<file path="config.mk">
export PLATFORM = sky130hd
export DESIGN_NAME = seg_scan_ctrl
export DESIGN_NICKNAME = d
export VERILOG_FILES = /design/src/rtl/seg_pkg.sv /design/src/rtl/seg_hex7.sv /design/src/rtl/seg_scan_ctrl.sv
export SDC_FILE = /design/constraint.sdc
export NUM_CORES = 1
export LEC_CHECK = 0
export CORE_MARGIN = 2
export CORE_UTILIZATION = 33
export CTS_BUF_LIST = sky130_fd_sc_hd__clkbuf_16
export CTS_CLUSTER_DIAMETER = 150
export DETAILED_ROUTE_END_ITERATION = 12
export PLACE_DENSITY = 0.61
export SYNTH_ARGS = -nofsm -noshare
export SYNTH_HDL_FRONTEND = slang
export SYNTH_SLANG_ARGS = --single-unit
</file>
<file path="constraint.sdc">
create_clock -name clock -period 2.7 [get_ports clock]
set_clock_uncertainty 0.1 [all_clocks]
set_input_delay 0.405 -clock clock [delete_from_list [all_inputs] [get_ports clock]]
set_output_delay 0.405 -clock clock [all_outputs]
set_load 0.1 [all_outputs]
</file>
<file path="src/rtl/seg_pkg.sv">
// Shared definitions for the multiplexed 7-segment scan controller:
// the hex-to-segment table, the blank pattern and default parameter values.
package seg_pkg;

   // Default configuration values
   localparam int DEF_NUM_DIGITS = 8;
   localparam int DEF_SCAN_DIV   = 100000;
   localparam int DEF_BLINK_DIV  = 64;

   // Segment pattern driven while a digit is dark, {dp,g,f,e,d,c,b,a}
   localparam logic [7:0] SEG_BLANK = 8'h00;

   // Hex glyphs {g,f,e,d,c,b,a}, entry 0 in the low slice
   localparam logic [15:0][6:0] HEX7_TABLE = {
      7'h71, 7'h79, 7'h5E, 7'h39,   // F E d C
      7'h7C, 7'h77, 7'h6F, 7'h7F,   // b A 9 8
      7'h07, 7'h7D, 7'h6D, 7'h66,   // 7 6 5 4
      7'h4F, 7'h5B, 7'h06, 7'h3F    // 3 2 1 0
   };

endpackage

</file>
<file path="src/rtl/seg_hex7.sv">
// Combinational hex nibble to 7-segment glyph decoder (active-high segments).
module seg_hex7
   import seg_pkg::*;
(
   input  logic [3:0] nibble,
   output logic [6:0] segs
);

   assign segs = HEX7_TABLE[nibble];

endmodule

</file>
<file path="src/rtl/seg_scan_ctrl.sv">
// Multiplexed 7-segment display scan controller.
// Steps a one-hot anode enable across NUM_DIGITS digits, one digit per
// SCAN_DIV clocks, and drives the decoded glyph of the selected digit.
// Optional feature: define SEG_BLINK_EN to enable per-digit blinking with a
// half-period of BLINK_DIV full scan frames.
module seg_scan_ctrl
   import seg_pkg::*;
#(
   parameter  int NUM_DIGITS = DEF_NUM_DIGITS,
   parameter  int SCAN_DIV   = DEF_SCAN_DIV,
   parameter  int BLINK_DIV  = DEF_BLINK_DIV,
   localparam int DATA_W     = 4*NUM_DIGITS,
   localparam int PTR_W      = $clog2(NUM_DIGITS)
)(
   input  logic                  clock,
   input  logic                  reset_n,
   input  logic                  wr_en,
   input  logic [DATA_W-1:0]     wr_data,
   input  logic                  mask_we,
   input  logic [NUM_DIGITS-1:0] mask_in,
   input  logic [NUM_DIGITS-1:0] dp_in,
   input  logic                  lz_en,
   input  logic [NUM_DIGITS-1:0] blink_mask,
   output logic [NUM_DIGITS-1:0] ena,
   output logic [7:0]            seg,
   output logic [PTR_W-1:0]      cur_digit
);

   localparam int PRE_W = (SCAN_DIV > 1) ? $clog2(SCAN_DIV) : 1;

   logic [PRE_W-1:0]      presc;
   logic                  tick;
   logic                  frame_tick;
   logic [DATA_W-1:0]     data_r;
   logic [NUM_DIGITS-1:0] dp_r;
   logic [NUM_DIGITS-1:0] mask_r;
   logic                  blink_phase;
   logic                  blink_blank;
   logic [NUM_DIGITS-1:0] lz_blank;
   logic [3:0]            cur_nib;
   logic [6:0]            cur_hex;
   logic                  blank_p0;
   logic [NUM_DIGITS-1:0] ena_p0;
   logic [7:0]            seg_p0;

   assign tick       = (presc == PRE_W'(SCAN_DIV-1));
   assign frame_tick = tick && (cur_digit == PTR_W'(NUM_DIGITS-1));

   // Slot prescaler: counts 0..SCAN_DIV-1, tick marks the last cycle of a slot
   always_ff @(posedge clock or negedge reset_n) begin
      if (!reset_n)  presc <= '0;
      else if (tick) presc <= '0;
      else           presc <= presc + 1'b1;
   end

   // Digit pointer: advances once per slot and wraps at the last digit
   always_ff @(posedge clock or negedge reset_n) begin
      if (!reset_n)        cur_digit <= '0;
      else if (frame_tick) cur_digit <= '0;
      else if (tick)       cur_digit <= cur_digit + 1'b1;
   end

   // Display data, decimal points and digit mask written from the host side
   always_ff @(posedge clock or negedge reset_n) begin
      if (!reset_n) begin
         data_r <= '0;
         dp_r   <= '0;
         mask_r <= '1;
      end else begin
         if (wr_en) begin
            data_r <= wr_data;
            dp_r   <= dp_in;
         end
         if (mask_we) mask_r <= mask_in;
      end
   end

`ifdef SEG_BLINK_EN
   localparam int BCNT_W = (BLINK_DIV > 1) ? $clog2(BLINK_DIV) : 1;

   logic [BCNT_W-1:0]     blink_cnt;
   logic [NUM_DIGITS-1:0] blink_r;

   // Blink timebase: phase flips after every BLINK_DIV completed frames
   always_ff @(posedge clock or negedge reset_n) begin
      if (!reset_n) begin
         blink_cnt   <= '0;
         blink_phase <= 1'b0;
      end else if (frame_tick) begin
         if (blink_cnt == BCNT_W'(BLINK_DIV-1)) begin
            blink_cnt   <= '0;
            blink_phase <= ~blink_phase;
         end else begin
            blink_cnt <= blink_cnt + 1'b1;
         end
      end
   end

   // Per-digit blink select, captured together with the display data
   always_ff @(posedge clock or negedge reset_n) begin
      if (!reset_n)   blink_r <= '0;
      else if (wr_en) blink_r <= blink_mask;
   end

   assign blink_blank = blink_phase & blink_r[cur_digit];
`else
   logic unused_blink;

   assign blink_phase  = 1'b0;
   assign blink_blank  = blink_phase;
   assign unused_blink = ^blink_mask;
`endif

   // Digit i is a leading zero when it and every higher nibble are zero
   always_comb begin
      lz_blank = '0;
      for (int i = 0; i < NUM_DIGITS; i++)
         lz_blank[i] = ((data_r >> (4*i)) == '0);
   end

   assign cur_nib = data_r[4*cur_digit +: 4];

   seg_hex7 u_hex7 (
      .nibble (cur_nib),
      .segs   (cur_hex)
   );

   // Stage 0: decide lit/dark for the selected digit and form the pin values
   always_comb begin
      blank_p0 = !mask_r[cur_digit]
               || (lz_en && (cur_digit != '0) && lz_blank[cur_digit])
               || blink_blank;
      ena_p0   = '0;
      seg_p0   = SEG_BLANK;
      if (!blank_p0) begin
         ena_p0[cur_digit] = 1'b1;
         seg_p0            = {dp_r[cur_digit], cur_hex};
      end
   end

   // Stage 1: registered pins, forced dark while in reset
   always_ff @(posedge clock or negedge reset_n) begin
      if (!reset_n) begin
         ena <= '0;
         seg <= SEG_BLANK;
      end else begin
         ena <= ena_p0;
         seg <= seg_p0;
      end
   end

endmodule

</file>
==> flow_metrics.tcl <==
set metrics [dict create \
    drc 0 \
    use_met3 0.0353 \
    layout_commonest_cell "dfrtp_1" \
    clockBufferDepth 2 \
    arrival_ps 2530 \
    startpoint_type "flip-flop" \
    die_h_um 115 \
    powerDensity_nw_per_um2 599 \
    worst-path-max-fanout 25 \
    ys_ff_latch 84 \
    cts_tree "built" \
    io_pins 80 \
    drt-initial-drc-count 145 \
    synth_area_leader_cell "dfrtp_1" \
    antenna_cells 0 \
    wl_per_cell_um 16.1 \
    mostFrequentLayoutCells "73 x dfrtp_1, 51 x mux2_2, 50 x clkdlybuf4s50_1, 31 x buf_4, 21 x nor2_1" \
    path_clk_slew_ps 60 \
    drive_gt1_frac 0.299 \
    fp.dieW_um 115 \
    tritoncts.num_buffers 9 \
    synth-compound-area-share 0.0660 \
    antenna_left 0 \
    seqPwrFrac 0.457 \
    grt_max_degree 37 \
    timing.hold.ws_ps 394 \
    dpl.cell_count 535 \
    ff_latch_area_um2 2120 \
    swShare 0.267 \
    yosys.area_share.simple 0.110 \
    fp-row-count 40 \
    clk_latency_ps 340 \
    use_met1 0.185 \
    worst_pin_slew_ps 560 \
    seq_area_frac_synth 0.518 \
    pwr-share-clk 0.380 \
    cts_setup_buffers 0 \
    tns_ps 0 \
    status "complete, no violations" \
    slew_headroom 0.623 \
    grt_pass1_vias 2938 \
    drv_slew 0 \
    syn_inst 324 \
    ys_warn_count 0 \
    overflow 0 \
    critPathCaptureType "flip-flop" \
    synth.area.mux_share 0.208 \
    rr_startpoint "cur_digit[0]" \
    fmax_mhz 409 \
    ctsHtreeMaxLevel 3 \
    period_needed_ps 2450 \
    synthesis.nets 394 \
    multi_input_area_um2 1820 \
    gr-max-usage-layer "met2" \
    synthTopCellsByArea "dfrtp_1 47%, mux2_2 14%, dfstp_2 5.2%" \
    start_util 0.339 \
    synth_top_family_by_area "multiplexers" \
    crit_start "cur_digit[0]" \
    port_buffers 71 \
    grt_util_all_layers 0.143 \
    clkSinkCount 84 \
    synth-xor-area-share 0.0344 \
    rsz0062_at_grt "no" \
    p_comb_frac 0.163 \
    yosysTopAreaCellShare 0.467 \
    hp-start "presc[0]" \
    syn_area_per_cell_um2 12.6 \
    cp.required_ps 2790 \
    fin_crit_sh 0.906 \
    first_pass_iters 4 \
    fillCellCount 1092 \
    vias 2818 \
    fin_nets 470 \
    drv_cap 0 \
    dp_hpwl_um 6480 \
    setup_viol 0 \
    p_sw_uw 832 \
    p_leak_nw 2.18 \
    synth-adder-area-share 0.0276 \
    core_area_um2 12000 \
    hold_viol 0 \
    root_buffer "clkbuf_16" \
    syn2layout_area_growth_pct 27.5 \
    p_int_mw 2.28 \
    synthesis.area_um2 4080 \
    hp-class "reg -> reg" \
    gp_congestion 0.771 \
    grt_use_met2 0.237 \
    die_area_um2 13300 \
    fin_cells 552 \
    synth.distinct_cells 45 \
    antenna_found_initial 0 \
    drt_wl_total_um 8860 \
    ir_worst_vdd_mv 0.257 \
    grt_pass1_wl_um 14700 \
    vias_per_cell 5.11 \
    crit_type "reg -> reg" \
]
==> flip-flops by register name, indices dropped and copies added, names as in the netlist <==
register,count
data_r,32
seg,8
ena,8
dp_r,8
mask_r,8
presc,17
cur_digit,3
==> area by class of cell <==
class	instances	share of cell area
clock buffers	9	0.0433
clock inverters	7	0.0113
inverters	9	0.00650
multi-input cells	213	0.351
flip-flops and latches	84	0.409
well taps	147	0.0354
repair buffers	83	0.144
==> cells in the mapped netlist (all sizes together) <==
cell     count
a211oi       2
a31oi        1
nor2b        3
and3        11
o21bai       1
nand3b       4
o31ai        2
buf         15
nand2b       2
nand4        6
nor3         5
xor2         7
clkbuf       3
a2111oi      2
a21o         1
xnor2        9
mux2        51
o21ai        4
nor2        22
dfstp        8
inv          9
nand3        9
a211o        1
a221oi       4
ha           9
a32oi        1
mux2i       11
nor4b        1
o211ai       3
a21oi        6
mux4         6
nor4        11
a311oi       4
o2bb2ai      2
or2          2
dfrtp       76
nand2        9
a41o         1
==> power by group through the flow <==
stage	Sequential [mW]	Combinational [mW]	Clock, mW
after floorplan	1.56	0.197	0
after global placement	1.44	0.499	0
after detailed placement	1.45	0.508	0
after CTS	1.42	0.511	1.23
after global routing	1.43	0.540	1.28
final	1.42	0.506	1.18
==> timing repair <==
action	4_1_cts	5_1_grt
gates resized for setup	0	0
hold buffers	1	0
hold endpoints to repair	26	0
==> layer usage <==
layer	vias up	wire length, um
met3	7	449
li1	1339	-
met5	-	0
met2	73	4330
met1	1399	3990
met4	0	95
==> path summary, 6_finish.rpt <==
kind,end,slack (ps),cells after the start
max,seg[1],250,5
min,presc[0],390,1
max reg2reg,seg[1],250,5
min reg2reg,presc[0],390,1
max in group asynchronous,data_r[24],1320,3
min in group asynchronous,ena[4],480,2
==> worst max-delay path: stages (launching register included) <==
cell and delay (ps):
dfrtp_4 600, inv_1 230, ha_1 270, a2111oi_2 460, a41o_1 520, a221oi_1 110
==> cell families after synthesis <==
group,count (synthesis)
buffers and inverters,27
adder cells (fa/ha/maj),9
XOR/XNOR,16
AND/OR/NAND/NOR,85
AO/OA/AOI/OAI,35
multiplexers,68
flip-flops,84
==> through the flow <==
step                utilization  total power [mW]  instance area (um2)  setup slack [ps]
finish                    0.433              3.11                 5200               255
global route              0.433              3.26                 5200              67.1
CTS                       0.433              3.16                 5200               267
detailed placement        0.408              1.95                 4900               274
global placement          0.408              1.94                 4900               278
floorplan                     -              1.76                 4100              3.41
Power figures use the tool's default switching activity.
==> variant 1, RTL diff (config.mk and constraints unchanged) <==
Change the package constant `DEF_NUM_DIGITS` from 8 to 16.
--- a/src/rtl/seg_pkg.sv
+++ b/src/rtl/seg_pkg.sv
@@ -3,7 +3,7 @@
 package seg_pkg;
 
    // Default configuration values
-   localparam int DEF_NUM_DIGITS = 8;
+   localparam int DEF_NUM_DIGITS = 16;
    localparam int DEF_SCAN_DIV   = 100000;
    localparam int DEF_BLINK_DIV  = 64;
 
Ports: changed (6 resized); port bits go from 80 to 145. The function was not compared with the original's and may differ.
==> variant 1 against the unedited design <==
Wire length up 87%; worst hold slack got worse by 11 ps; area after synthesis grew 63%; count of clock-buffer cells in the layout increased by 8; clock power is 92% higher; first-iteration DRC count grew 48%; worst setup slack got worse by 240 ps; power up 75%; critical path depth increased by 4; final area increased by 75%; sequential cell count increased by 57; critical endpoint is now ena[13].
==> variant 1: results (changes against the unedited design) <==
[layout]
fin_cells = 919  ; was 552
nets = 769  ; was 470
nFillCells = 1766  ; was 1,092
antenna_cells = 0  ; unchanged
multi_input_area_sq_um = 3040  ; was 1823 sq um
drive_gt1_frac = 0.4006  ; was 0.2988

[drt]
wire_per_inst_um = 18.03  ; was 16.05 um
met3_length_um = 686  ; was 449 um
via_per_inst = 4.949  ; was 5.105
drt-met1-wl_um = 7461  ; was 3987 um
drt_iter0_drc = 215  ; was 145
met2_length_um = 8295  ; was 4330 um
top_layer = met4  ; unchanged

[global_routing]
grt_use_met2 = 0.2571  ; was 0.2369
use_met3 = 0.03542  ; was 0.03532
grt_max_degree = 81  ; was 37
grtUsageMet1 = 0.2041  ; was 0.1852
grt_pass1_wl_um = 25910  ; was 14,690 um
gr-usage-all-layers = 0.1555  ; was 0.1430
grt_pass1_vias = 4782  ; was 2,938

[clock_network]
htreeDepth = 4  ; was 3
cts_buffers = 17  ; was 9
clk_latency_ps = 420  ; was 340 ps
path_clk_slew_ps = 60  ; about the same

[critical_path]
r2r.worst_path.cells = 9  ; was 5
arrival_ps = 2880  ; was 2530 ps
cp-startpoint = data_r[61]  ; was cur_digit[0]
crit_fanout = 6  ; was 25
endpoint = ena[13]  ; was seg[1]

[worst_hold_path]
holdPathEnd = presc[4]  ; was presc[0]
hp-start = presc[4]  ; was presc[0]

[power_and_ir_drop]
ir_drop_mv = 0.4301  ; was 0.2565 mV
p_int_mw = 4.119  ; was 2.280 mW
p_leak_nw = 3.835  ; was 2.176 nW

[sta]
fin_ws_ps = 15.13  ; was 254.5 ps
tightest_slew_ps = 705.7  ; was 560.4 ps
whs_ps = 383.1  ; was 394.0 ps

[run_status]
status = complete, no violations  ; unchanged

[synthesis]
synth_commonest_cells = dfrtp_1, mux2_2, mux4_2  ; was dfrtp_1, mux2_2, nor2_1
synth-seq-area-share = 0.5355  ; was 0.5181
syn-num-nets = 605  ; was 394
yosys-top-cells-area = dfrtp_1, mux2_2, mux4_2  ; was dfrtp_1, mux2_2, dfstp_2
avgSynthCellArea_sq_um = 13.89  ; was 12.58 sq um
synthDistinctLibCells = 52  ; was 45

[place]
placed_area_sq_um = 8290  ; was 4902 sq um
dpl.cell_count = 874  ; was 535
gp_congestion = 0.8179  ; was 0.7714
dp_slack_ps = -53.44  ; was 273.7 ps
hpwl_um = 12040  ; was 6481 um

==> variant 1: cell count changes after synthesis, moves of 5 or more <==
cell,before,now
dfrtp_1,76,125
mux2_2,51,97
mux4_2,5,27
nand2_1,9,24
clkbuf_1,3,14
mux2i_1,9,0
dfstp_2,8,16
and2_1,0,6
nor2b_1,3,8
==> variant 1: cells by family (layout without fill, tap and decap cells) <==
family	count (synthesis)	after routing	synth area share
muxes	125	125	0.2606
and+or+nand+nor	117	117	0.09970
adders and majority gates	11	11	0.02077
AOI/OAI and AO/OA	33	36	0.03852
xor gates and xnor gates	15	15	0.01983
buffers and inverters	35	209	0.02511
DFF	141	141	0.5355
==> variant 1: final cells by class <==
cell class | count | share of cell area
Clock buffer | 17 | 0.04686
Clock inverter | 15 | 0.01599
Inverter | 9 | 0.003721
Multi-Input combinational cell | 304 | 0.3349
Sequential cell | 141 | 0.3917
Tap cell | 265 | 0.03652
Timing Repair Buffer | 168 | 0.1703
==> variant 1: worst max-delay path, stage by stage, from the launching register on <==
cell and delay (ps):
dfrtp_1 410, nor4_1 360, buf_4 180, nand3_1 110, nand3b_1 280, o31a_1 380
a311oi_4 300, buf_6 180, a21boi_2 80, and3_1 190
==> variant 1: power by group through the flow <==
stage,Clock [mW],Combinational [mW],Sequential [mW]
2_1_floorplan,0,0.322,2.54
3_3_place_gp,0,0.749,2.44
3_5_place_dp,0,0.765,2.45
4_1_cts,2.32,0.768,2.42
5_1_grt,2.42,0.831,2.44
6_report,2.26,0.778,2.42
==> variant 1: timing repair <==
action / 4_1_cts / 5_1_grt
hold buffers: 1 / 0
pin swaps: 0 / 6
buffers inserted: 3 / 6
gates cloned: 0 / 3
setup endpoints to repair: 17 / 24
resized for setup: 2 / 14
hold endpoints to repair: 63 / 0
==> variant 2, RTL diff (same flow settings) <==
Made on the original files. Register the output `ena` once more, cleared by the reset; this adds one clock of latency there. The other outputs are not delayed to match.
--- a/src/rtl/seg_scan_ctrl.sv
+++ b/src/rtl/seg_scan_ctrl.sv
@@ -27,6 +27,8 @@
 );
 
    localparam int PRE_W = (SCAN_DIV > 1) ? $clog2(SCAN_DIV) : 1;
+
+   logic [NUM_DIGITS-1:0] ena_s0;
 
    logic [PRE_W-1:0]      presc;
    logic                  tick;
@@ -141,11 +143,19 @@
    // Stage 1: registered pins, forced dark while in reset
    always_ff @(posedge clock or negedge reset_n) begin
       if (!reset_n) begin
-         ena <= '0;
+         ena_s0 <= '0;
          seg <= SEG_BLANK;
       end else begin
-         ena <= ena_p0;
+         ena_s0 <= ena_p0;
          seg <= seg_p0;
+      end
+   end
+
+   always_ff @(posedge clock or negedge reset_n) begin
+      if (!reset_n) begin
+         ena <= '0;
+      end else begin
+         ena <= ena_s0;
       end
    end
 
Check against the original RTL: not equivalent (a bounded check fails within 4 cycles, from zero or initial values and one cycle with reset_n low).
==> variant 2 against the unedited design <==
Sequential power rose by 9%; power rose by 11%; sequential share of layout area rose by 1.5 points; maximum frequency rose by 0.62%; sequential cell count rose by 8; worst setup slack improved by 15 ps; critical path depth rose by 2; combinational power barely moved; area after synthesis rose by 4.9%; utilization rose by 0.20 points; final area rose by 5.5%; wire length rose by 1.3%; largest cell class unchanged.
==> variant 2: results (changes against the unedited design) <==
[place]
dpl.cell_count = 567  ; was 535
dp_slack_ps = 210.2  ; was 273.7 ps
gp_congestion = 0.8301  ; was 0.7714
hpwl_um = 6583  ; was 6481 um
port_buffers = 71  ; unchanged

[synthesis]
async_flop_share = 1.000  ; unchanged
synth-seq-area-share = 0.5407  ; was 0.5181
syn-num-nets = 402  ; was 394
synthCells = 332  ; was 324
yosys-top-cells-area = dfrtp_1, mux2_2, dfstp_2  ; unchanged
synth_commonest_cells = dfrtp_1, mux2_2, nor2_1  ; unchanged

[layout]
reg_top3 = data_r x32, presc x17  ; unchanged
drive_gt1_frac = 0.2920  ; was 0.2988
fin_cells = 583  ; was 552
nets = 476  ; was 470

[critical_path]
crit_fanout = 18  ; was 25
arrival_ps = 2560  ; was 2530 ps

[clock_network]
cts.path.max_buffers = 2  ; unchanged
clk_latency_ps = 340  ; about the same
path_clk_slew_ps = 60  ; about the same
cts_root_buffer = clkbuf_16  ; unchanged
htreeDepth = 3  ; unchanged

[drt]
firstDrtPassIters = 5  ; was 4
drt_iter0_drc = 168  ; was 145
wire_per_inst_um = 15.40  ; was 16.05 um
routed-via-count = 2856  ; was 2,818

[power_and_ir_drop]
p_int_mw = 2.594  ; was 2.280 mW
p_leak_nw = 2.314  ; was 2.176 nW
ir_drop_mv = 0.3323  ; was 0.2565 mV

[worst_hold_path]
min_path_type = in -> async  ; was reg -> reg

[global_routing]
grt_max_degree = 53  ; was 37
grt_pass1_vias = 3018  ; was 2,938
gr-usage-all-layers = 0.1381  ; was 0.1430
grt_pass1_wl_um = 15270  ; was 14,690 um

[sta]
slew_headroom = 0.5494  ; was 0.6229

[run_status]
status = complete, no violations  ; unchanged

[variant 2: changes by cell type in the layout (fill, tap and decap cells not counted), sizes merged]
cell	unedited run	this run
dfrtp	76	84
clkinvlp	1	0
bufinv	1	3
dlygate4sd3	1	0
buf	32	30
clkinv	4	1
inv	10	12
clkdlybuf4s50	50	51
[variant 2: cells by family after synthesis]
logic type               after synthesis  synth area share
AND/OR/NAND/NOR                       85            0.1044
XOR/XNOR                              16           0.03277
AO/OA/AOI/OAI                         35           0.06290
flip-flops                            92            0.5407
adder cells (fa/ha/maj)                9           0.02633
buffers and inverters                 27           0.03452
multiplexers                          68            0.1984
[variant 2: worst max-delay path: stages (launching register included)]
cell	delay (ps)
dfrtp_4	550
inv_1	200
buf_4	210
o2bb2ai_2	240
inv_1	130
ha_1	320
mux2_2	270
a221oi_1	300
[variant 2: layout make-up]
type | count | area [sq um]
clock buffer | 9 | 225.2
sequential | 92 | 2323
clock inverter | 7 | 110.1
fill | 1234 | 7136
timing repair buffer | 81 | 748.2
tap | 172 | 215.2
inverter | 9 | 33.78
multi-input combinational | 213 | 1828
[variant 2: power by group through the flow]
stage / logic (mW) / registers, mW / clock network (mW)
floorplan: 0.197 / 1.68 / 0
global placement: 0.502 / 1.57 / 0
detailed placement: 0.509 / 1.57 / 0
CTS: 0.511 / 1.55 / 1.44
global route: 0.544 / 1.56 / 1.48
finish: 0.506 / 1.55 / 1.39
[variant 2: layer usage]
metal  wire [um]  global-route usage  vias to the layer above
li1            -                   -                     1351
met1        4114              0.1828                     1432
met2        4338              0.2188                       65
met3         427             0.03924                        8
met4         100             0.04518                        0
met5           0                   0                        -
[variant 2: path summary, 6_finish.rpt]
| check | startpoint | to | slack (ps) | cells after the start |
|---|---|---|---|---|
| max in group asynchronous | reset_n | mask_r[3] | 1780 | 2 |
| worst max-delay path | cur_digit[0] | seg[1] | 270 | 7 |
| worst min register to register | ena_s0[2] | ena[2] | 250 | 0 |
| worst min-delay path | reset_n | ena[0] | 3 | 1 |
| min in group clock | ena_s0[2] | ena[2] | 250 | 0 |
| worst max register to register | cur_digit[0] | seg[1] | 270 | 7 |
[variant 2: through the flow]
stage | total power, mW | instance area, sq um
2_1_floorplan | 1.880 | 4298
3_3_place_gp | 2.071 | 5144
3_5_place_dp | 2.082 | 5144
4_1_cts | 3.492 | 5479
5_1_grt | 3.581 | 5484
6_report | 3.441 | 5484
